===== src/rtl/clk_div_prog_if.sv =====
// Control/status bundle for the programmable clock divider.
// The master drives ratio requests and enable; the slave reports divided output and status.
interface clk_div_prog_if #(
    parameter int unsigned WIDTH = 8
) ();
    logic             en;
    logic [WIDTH-1:0] div_in;
    logic             div_load;
    logic             q;
    logic             tick;
    logic [WIDTH-1:0] div_cur;
    logic             pending;
    logic             load_err;

    modport master (
        output en, div_in, div_load,
        input  q, tick, div_cur, pending, load_err
    );

    modport slave (
        input  en, div_in, div_load,
        output q, tick, div_cur, pending, load_err
    );
endinterface


===== src/rtl/clk_div_prog.sv =====
// Programmable integer clock divider with a near-50% duty enable-clock q and a period-start tick.
// Ratio changes are staged in div_pend and only take effect at a period boundary.
module clk_div_prog #(
    parameter int unsigned WIDTH     = 8,
    parameter int unsigned RESET_DIV = 2
) (
    input  logic              clk,
    input  logic              rst,
    clk_div_prog_if.slave     bus
);

    logic [WIDTH-1:0] cnt_q, cnt_d;
    logic [WIDTH-1:0] div_cur_q, div_cur_d;
    logic [WIDTH-1:0] div_pend_q, div_pend_d;
    logic             pending_q, pending_d;
    logic             q_q, q_d;
    logic             tick_q, tick_d;
    logic             load_err_q, load_err_d;

    logic [WIDTH-1:0] cnt_inc;
    logic             wrap;
    logic             load_ok;
    logic             load_bad;

    assign cnt_inc  = cnt_q + WIDTH'(1);
    assign wrap     = (cnt_q == div_cur_q - WIDTH'(1));
    assign load_ok  = bus.div_load && (bus.div_in >= WIDTH'(2));
    assign load_bad = bus.div_load && (bus.div_in < WIDTH'(2));

    always_comb begin
        cnt_d      = cnt_q;
        div_cur_d  = div_cur_q;
        div_pend_d = div_pend_q;
        pending_d  = pending_q;
        q_d        = q_q;
        tick_d     = 1'b0;
        load_err_d = load_bad;

        if (bus.en) begin
            if (wrap) begin
                cnt_d  = '0;
                q_d    = 1'b1;
                tick_d = 1'b1;
                if (pending_q) begin
                    div_cur_d = div_pend_q;
                    pending_d = 1'b0;
                end
            end else begin
                cnt_d = cnt_inc;
                q_d   = (cnt_inc < (div_cur_q >> 1));
            end
        end

        // A load accepted on a wrap edge must survive the wrap clearing pending.
        if (load_ok) begin
            div_pend_d = bus.div_in;
            pending_d  = 1'b1;
        end
    end

    always_ff @(posedge clk or posedge rst) begin
        if (rst) begin
            cnt_q      <= WIDTH'(RESET_DIV - 1);
            div_cur_q  <= WIDTH'(RESET_DIV);
            div_pend_q <= '0;
            pending_q  <= 1'b0;
            q_q        <= 1'b0;
            tick_q     <= 1'b0;
            load_err_q <= 1'b0;
        end else begin
            cnt_q      <= cnt_d;
            div_cur_q  <= div_cur_d;
            div_pend_q <= div_pend_d;
            pending_q  <= pending_d;
            q_q        <= q_d;
            tick_q     <= tick_d;
            load_err_q <= load_err_d;
        end
    end

    assign bus.q        = q_q;
    assign bus.tick     = tick_q;
    assign bus.div_cur  = div_cur_q;
    assign bus.pending  = pending_q;
    assign bus.load_err = load_err_q;

endmodule


===== src/flat_wrapper.sv =====
// flat-port wrapper written by rule: the top's interface ports become plain ports
module clk_div_prog_flat 
#(
    parameter int unsigned WIDTH     = 8,
    parameter int unsigned RESET_DIV = 2
)
  (clk, rst, bus_en, bus_div_in, bus_div_load, bus_q, bus_tick, bus_div_cur, bus_pending, bus_load_err);
  clk_div_prog_if #(.WIDTH(WIDTH)) bus_i ();
  input  logic clk;
  input  logic rst;
  input wire logic [$bits(bus_i.en)-1:0] bus_en;
  input wire logic [$bits(bus_i.div_in)-1:0] bus_div_in;
  input wire logic [$bits(bus_i.div_load)-1:0] bus_div_load;
  output wire logic [$bits(bus_i.q)-1:0] bus_q;
  output wire logic [$bits(bus_i.tick)-1:0] bus_tick;
  output wire logic [$bits(bus_i.div_cur)-1:0] bus_div_cur;
  output wire logic [$bits(bus_i.pending)-1:0] bus_pending;
  output wire logic [$bits(bus_i.load_err)-1:0] bus_load_err;
  assign bus_i.en = bus_en;
  assign bus_i.div_in = bus_div_in;
  assign bus_i.div_load = bus_div_load;
  assign bus_q = bus_i.q;
  assign bus_tick = bus_i.tick;
  assign bus_div_cur = bus_i.div_cur;
  assign bus_pending = bus_i.pending;
  assign bus_load_err = bus_i.load_err;
  clk_div_prog #(.WIDTH(WIDTH), .RESET_DIV(RESET_DIV)) u_core (.clk(clk), .rst(rst), .bus(bus_i));
endmodule

===== config.mk =====
export PLATFORM = sky130hd
export DESIGN_NAME = clk_div_prog_flat
export DESIGN_NICKNAME = d
export VERILOG_FILES = /design/src/rtl/clk_div_prog_if.sv /design/src/rtl/clk_div_prog.sv /design/src/flat_wrapper.sv
export SDC_FILE = /design/constraint.sdc
export NUM_CORES = 1
export LEC_CHECK = 0
export CORE_ASPECT_RATIO = 2
export CORE_MARGIN = 4
export CORE_UTILIZATION = 58
export CTS_BUF_LIST = sky130_fd_sc_hd__clkbuf_16
export DETAILED_ROUTE_END_ITERATION = 12
export GPL_TIMING_DRIVEN = 0
export PLACE_DENSITY = 0.84
export REMOVE_ABC_BUFFERS = 1
export SYNTH_ARGS = -nofsm -noshare
export SYNTH_HDL_FRONTEND = slang
export SYNTH_SLANG_ARGS = --single-unit

===== constraint.sdc =====
create_clock -name clk -period 5.7 [get_ports clk]
set_input_delay 0.57 -clock clk [delete_from_list [all_inputs] [get_ports clk]]
set_output_delay 0.57 -clock clk [all_outputs]
set_load 0.03 [all_outputs]

======== Yosys cells after proc, flatten, opt, wreduce, memory -nomap -nowiden ========
Cells that the tools add are included.
storage, ports and cells
  bits in registers ....................... 28
  bits in latches ......................... 0
  RAM bits ................................ 0
  ROM bits ................................ 0
  memories ................................ 0
cells by class
  add/subtract/negate cells ............... 2
  multipliers ............................. 0
  divide/modulo/power cells ............... 0
  order comparisons ....................... 3
  equal/unequal tests ..................... 1
  shifts and indexed selects .............. 0
  multiplexer cells ....................... 7
  bitwise operators ....................... 0
  reduce and logical (&&, ||, !) cells .... 6
operator list
  kind                 count
  $add 8x1->8 const B  1
  $eq 8x8->1           1
  $ge 8x2->1 const B   1
  $lt 8x2->1 const B   1
  $lt 8x7->1           1
  $mux 8               1
  $sub 8x1->8 const B  1
  $mux 1               6
  $reduce_bool 2->1    2
  $reduce_and 3->1     1
  $logic_and 1x1->1    2
  $reduce_and 2->1     1

======== Longest topological paths before layout ========
  depth in word-level cells ............... 5
  gate-level depth with buffers ........... 9
  depth with buffers taken out ............ 9

======== Least setup slack after synthesis ========
OpenSTA, ideal clock, no wires.
  kind .................................... flip-flop to flip-flop
  from .................................... register u_core.div_cur_q[1], in the netlist u_core.bus.div_cur[1]
  to ...................................... register u_core.div_cur_q[0], in the netlist u_core.bus.div_cur[0]
  setup time .............................. 0.125 ns
  data arrival time ....................... 2.191 ns
  required time ........................... 5.575 ns
  path slack .............................. 3.384 ns
  cell stages (with the launch flop) ...... 9
  buffers on the path ..................... 1
  cell sequence ........................... dfstp_2 > inv_1 > ha_1 > and2_2 > o21ai_0 > o311ai_1 > a2111o_1 > buf_6 > mux2_4
on the way
  longest elaborated chain between the ends .. 3
RTL lines
  item                        line                source
  start: declaration          clk_div_prog.sv:13  logic [WIDTH-1:0] div_cur_q, div_cur_d;
  start signal: assignment    clk_div_prog.sv:64  div_cur_q <= WIDTH'(RESET_DIV);
  start signal: assignment    clk_div_prog.sv:72  div_cur_q <= div_cur_d;
  $sub 8x1->8                 clk_div_prog.sv:26  assign wrap = (cnt_q == div_cur_q - WIDTH'(1));
  $eq 8x8->1                  clk_div_prog.sv:26
  $reduce_and 3->1 (no line)  n/a
No other way between the ends.
A chain may end at the register's enable or synchronous reset.

======== Final worst setup path ========
  from .................................... register u_core.div_cur_q[1], in the netlist u_core.bus.div_cur[1]
  to ...................................... register u_core.cnt_q[6]
on the way
  longest elaborated chain between the ends .. 3
RTL lines
  item                    line                source
  $sub 8x1->8             clk_div_prog.sv:26
  $eq 8x8->1              clk_div_prog.sv:26
  $mux 8                  clk_div_prog.sv:40  if (wrap) begin
  end signal: assignment  clk_div_prog.sv:63  cnt_q <= WIDTH'(RESET_DIV - 1);
  end signal: assignment  clk_div_prog.sv:71  cnt_q <= cnt_d;
  end: declaration        clk_div_prog.sv:12  logic [WIDTH-1:0] cnt_q, cnt_d;
No other way between the ends.

==> metrics.txt <==
met1 usage in global routing 0.239; first-pass GRT wire length 6.66 mm; drt wl/cell 17.4 um; Setup Skew 2.33 ps; FILL cells 203; Pwr Total 582 uW; die area 0.00395 sq mm; Reg clk slew, reported paths 70 ps; Final Cycle Share 0.519; Resized cells post-CTS 0; Ports 24; Multi-input gate area 915 sq um; number of global-route vias before repair 1460; Longest Clk Path Bufs 2; CP endpoint kind register; Leakage 0.929 nW; CP max stage cell a2111oi_2; ANT cells 0; r2r worst-path depth 7; H-tree depth 1; hold buffer count at CTS 0; row cnt 27; total global-route track usage 0.231; Netlist cell types 44; critical path startpoint category register; clk sinks 28; post-CTS setup buffers 0; starting density of the core 0.613; Final ANT Viol Nets 0; crit path time final 2960 ps; synth cell count leaders nand2_1, dfrtp_1, inv_1; area delta synth->final 18.8%; Core Area 0.00280 sq mm; area leader, netlist dfrtp_1; CP max FO 11; cell area power density 285 mW/mm^2; die width 46.5 um; Critical Path, Cell by Cell inv_1, ha_1, and2_2, o21ai_0, o311ai_1, a2111oi_2, o22ai_1; GPL Wtd Cong 0.841; Nets 214; dominant cells by area after synthesis dfrtp_1, mux2_4, nand2_1, ha_1, xnor2_1; status completed; crit path kind reg2reg; top cell type's share of synthesized area 0.378; fmax 338 MHz; Pre-antenna DRT Iters 4; post-synthesis sequential area ratio 0.409; GR peak layer met2; Worst Max-Slew Pin Slew 1270 ps; Buf/Inv on CP 1; I/O Buffers 23; relative slew slack 0.150; register area 703 sq um; CTS tree yes; DR DRC count 0; CTS Buf Count 3; max-slew violations 0; most frequent cell after synthesis nand2_1; max-cap viol count 0; Setup Viol. Count Final 0; initial antenna violation count 0; Hold Fails Final Rpt 0; Critical Path RT 5780 ps; initial drt markers 39; Die Y 85.0 um; Setup TNS 0 ps; GR Util met2 0.410; R2R setup slack 2740 ps; final WL 3.87 mm; cell area after synthesis 0.00172 sq mm; vias 1345; max incr delay on CP 1080 ps; CTS Root Cell clkbuf_16; cells after synthesis 174; CP top delay family compound AO/OA/AOI/OAI gates; Vias/cell 6.06; post-DP HPWL 2.81 mm; EDFF count, synth 0; WP data arrival 3040 ps; Final Core Density 0.728; Ys Warns 0; Hold Path Class reg2reg; Mean Syn Cell Area 9.88 sq um; largest net degree at the start of global routing 29; hold path cells 2; share of cells above drive strength 1 0.114; ys flop type dfrtp_1; Skew-Pair Late Insertion Delay 260 ps; RSZ-0062 raised after global routing false; Post-synth ARST share 1.00; grt met3 use 0.0297; register bit count reported by yosys 28; Peak VDD IR 0.209 mV; Worst path depth 7; aggregate global routing overflow 0
-- cell families (layout without fill, tap and decap cells) --
kind of cell	after synthesis	count (layout)	synth area share
AND/OR/NAND/NOR	60	60	0.170
AO/OA/AOI/OAI	28	28	0.116
flip-flops	28	28	0.409
buffers and inverters	22	41	0.0589
XOR/XNOR	16	16	0.0924
multiplexers	12	12	0.0961
adder cells (fa/ha/maj)	8	8	0.0582
-- worst paths after layout --
check                                              endpoint                              start
min in group asynchronous       u_core.cnt_q[5]$_DFFE_PP0P_                                rst
setup / recovery                u_core.cnt_q[6]$_DFFE_PP0P_  u_core.bus.div_cur[1]$_DFFE_PP1P_
setup reg to reg                u_core.cnt_q[6]$_DFFE_PP0P_  u_core.bus.div_cur[1]$_DFFE_PP1P_
max in group asynchronous       u_core.cnt_q[3]$_DFFE_PP0P_                                rst
hold / removal             u_core.div_pend_q[1]$_DFFE_PP0P_   u_core.div_pend_q[1]$_DFFE_PP0P_
hold reg to reg            u_core.div_pend_q[1]$_DFFE_PP0P_   u_core.div_pend_q[1]$_DFFE_PP0P_
-- registers in the layout, summed over array words and instances, names as in the netlist --
signal and count:
u_core.bus.q 1, u_core.cnt_q 8, u_core.bus.div_cur 8, u_core.bus.tick 1, u_core.bus.load_err 1, u_core.bus.pending 1, u_core.div_pend_q 8
-- metrics by stage --
stage	std cells	setup slack, ps	hold WS (ps)	cell area [sq um]
6_report	222	2740	477	2040
5_1_grt	222	2580	504	2040
4_1_cts	222	2760	480	2040
3_5_place_dp	218	2700	463	1940
3_3_place_gp	218	2750	461	1940
2_1_floorplan	166	3310	446	1670
-- metal layers --
layer  wire length (um)  share of wire
met3                 94          0.024
met5                  0              0
met2               2240           0.58
met1               1330           0.34
met4                201          0.052
-- tightest hold or removal path: cells and delay by family, from the launching register on --
family | cells | cell delay [ps]
simple gates | 2 | 110
flops | 1 | 340
-- layout make-up --
class | instances | share of cell area
Timing Repair Buffer | 23 | 0.113
Sequential cell | 28 | 0.344
Clock inverter | 1 | 0.0147
Tap cell | 29 | 0.0178
Multi-Input combinational cell | 124 | 0.448
Clock buffer | 3 | 0.0368
Inverter | 14 | 0.0257
-- where the power goes --
group / total (mW) / switching, mW / internal, mW
Clock: 0.205 / 0.0656 / 0.140
Combinational: 0.133 / 0.0673 / 0.0652
Sequential: 0.244 / 0.0261 / 0.218
Total: 0.582 / 0.159 / 0.423
-- cell usage in the layout, fill, tap and decap left out, types with 3 or more instances in the layout --
cell / synthesis / layout
nand2_1: 30 / 30
dfrtp_1: 26 / 26
clkdlybuf4s50_1: 0 / 23
inv_1: 14 / 14
xnor2_1: 8 / 8
mux2_4: 8 / 8
ha_1: 8 / 8
xor2_1: 7 / 7
nand3_1: 6 / 6
nor2_1: 5 / 5
a21oi_1: 5 / 5
o21ai_0: 4 / 4
o22ai_1: 4 / 4
nor3_1: 3 / 3
nand2b_1: 3 / 3
clkbuf_16: 0 / 3
Power figures use the tool's default switching activity.
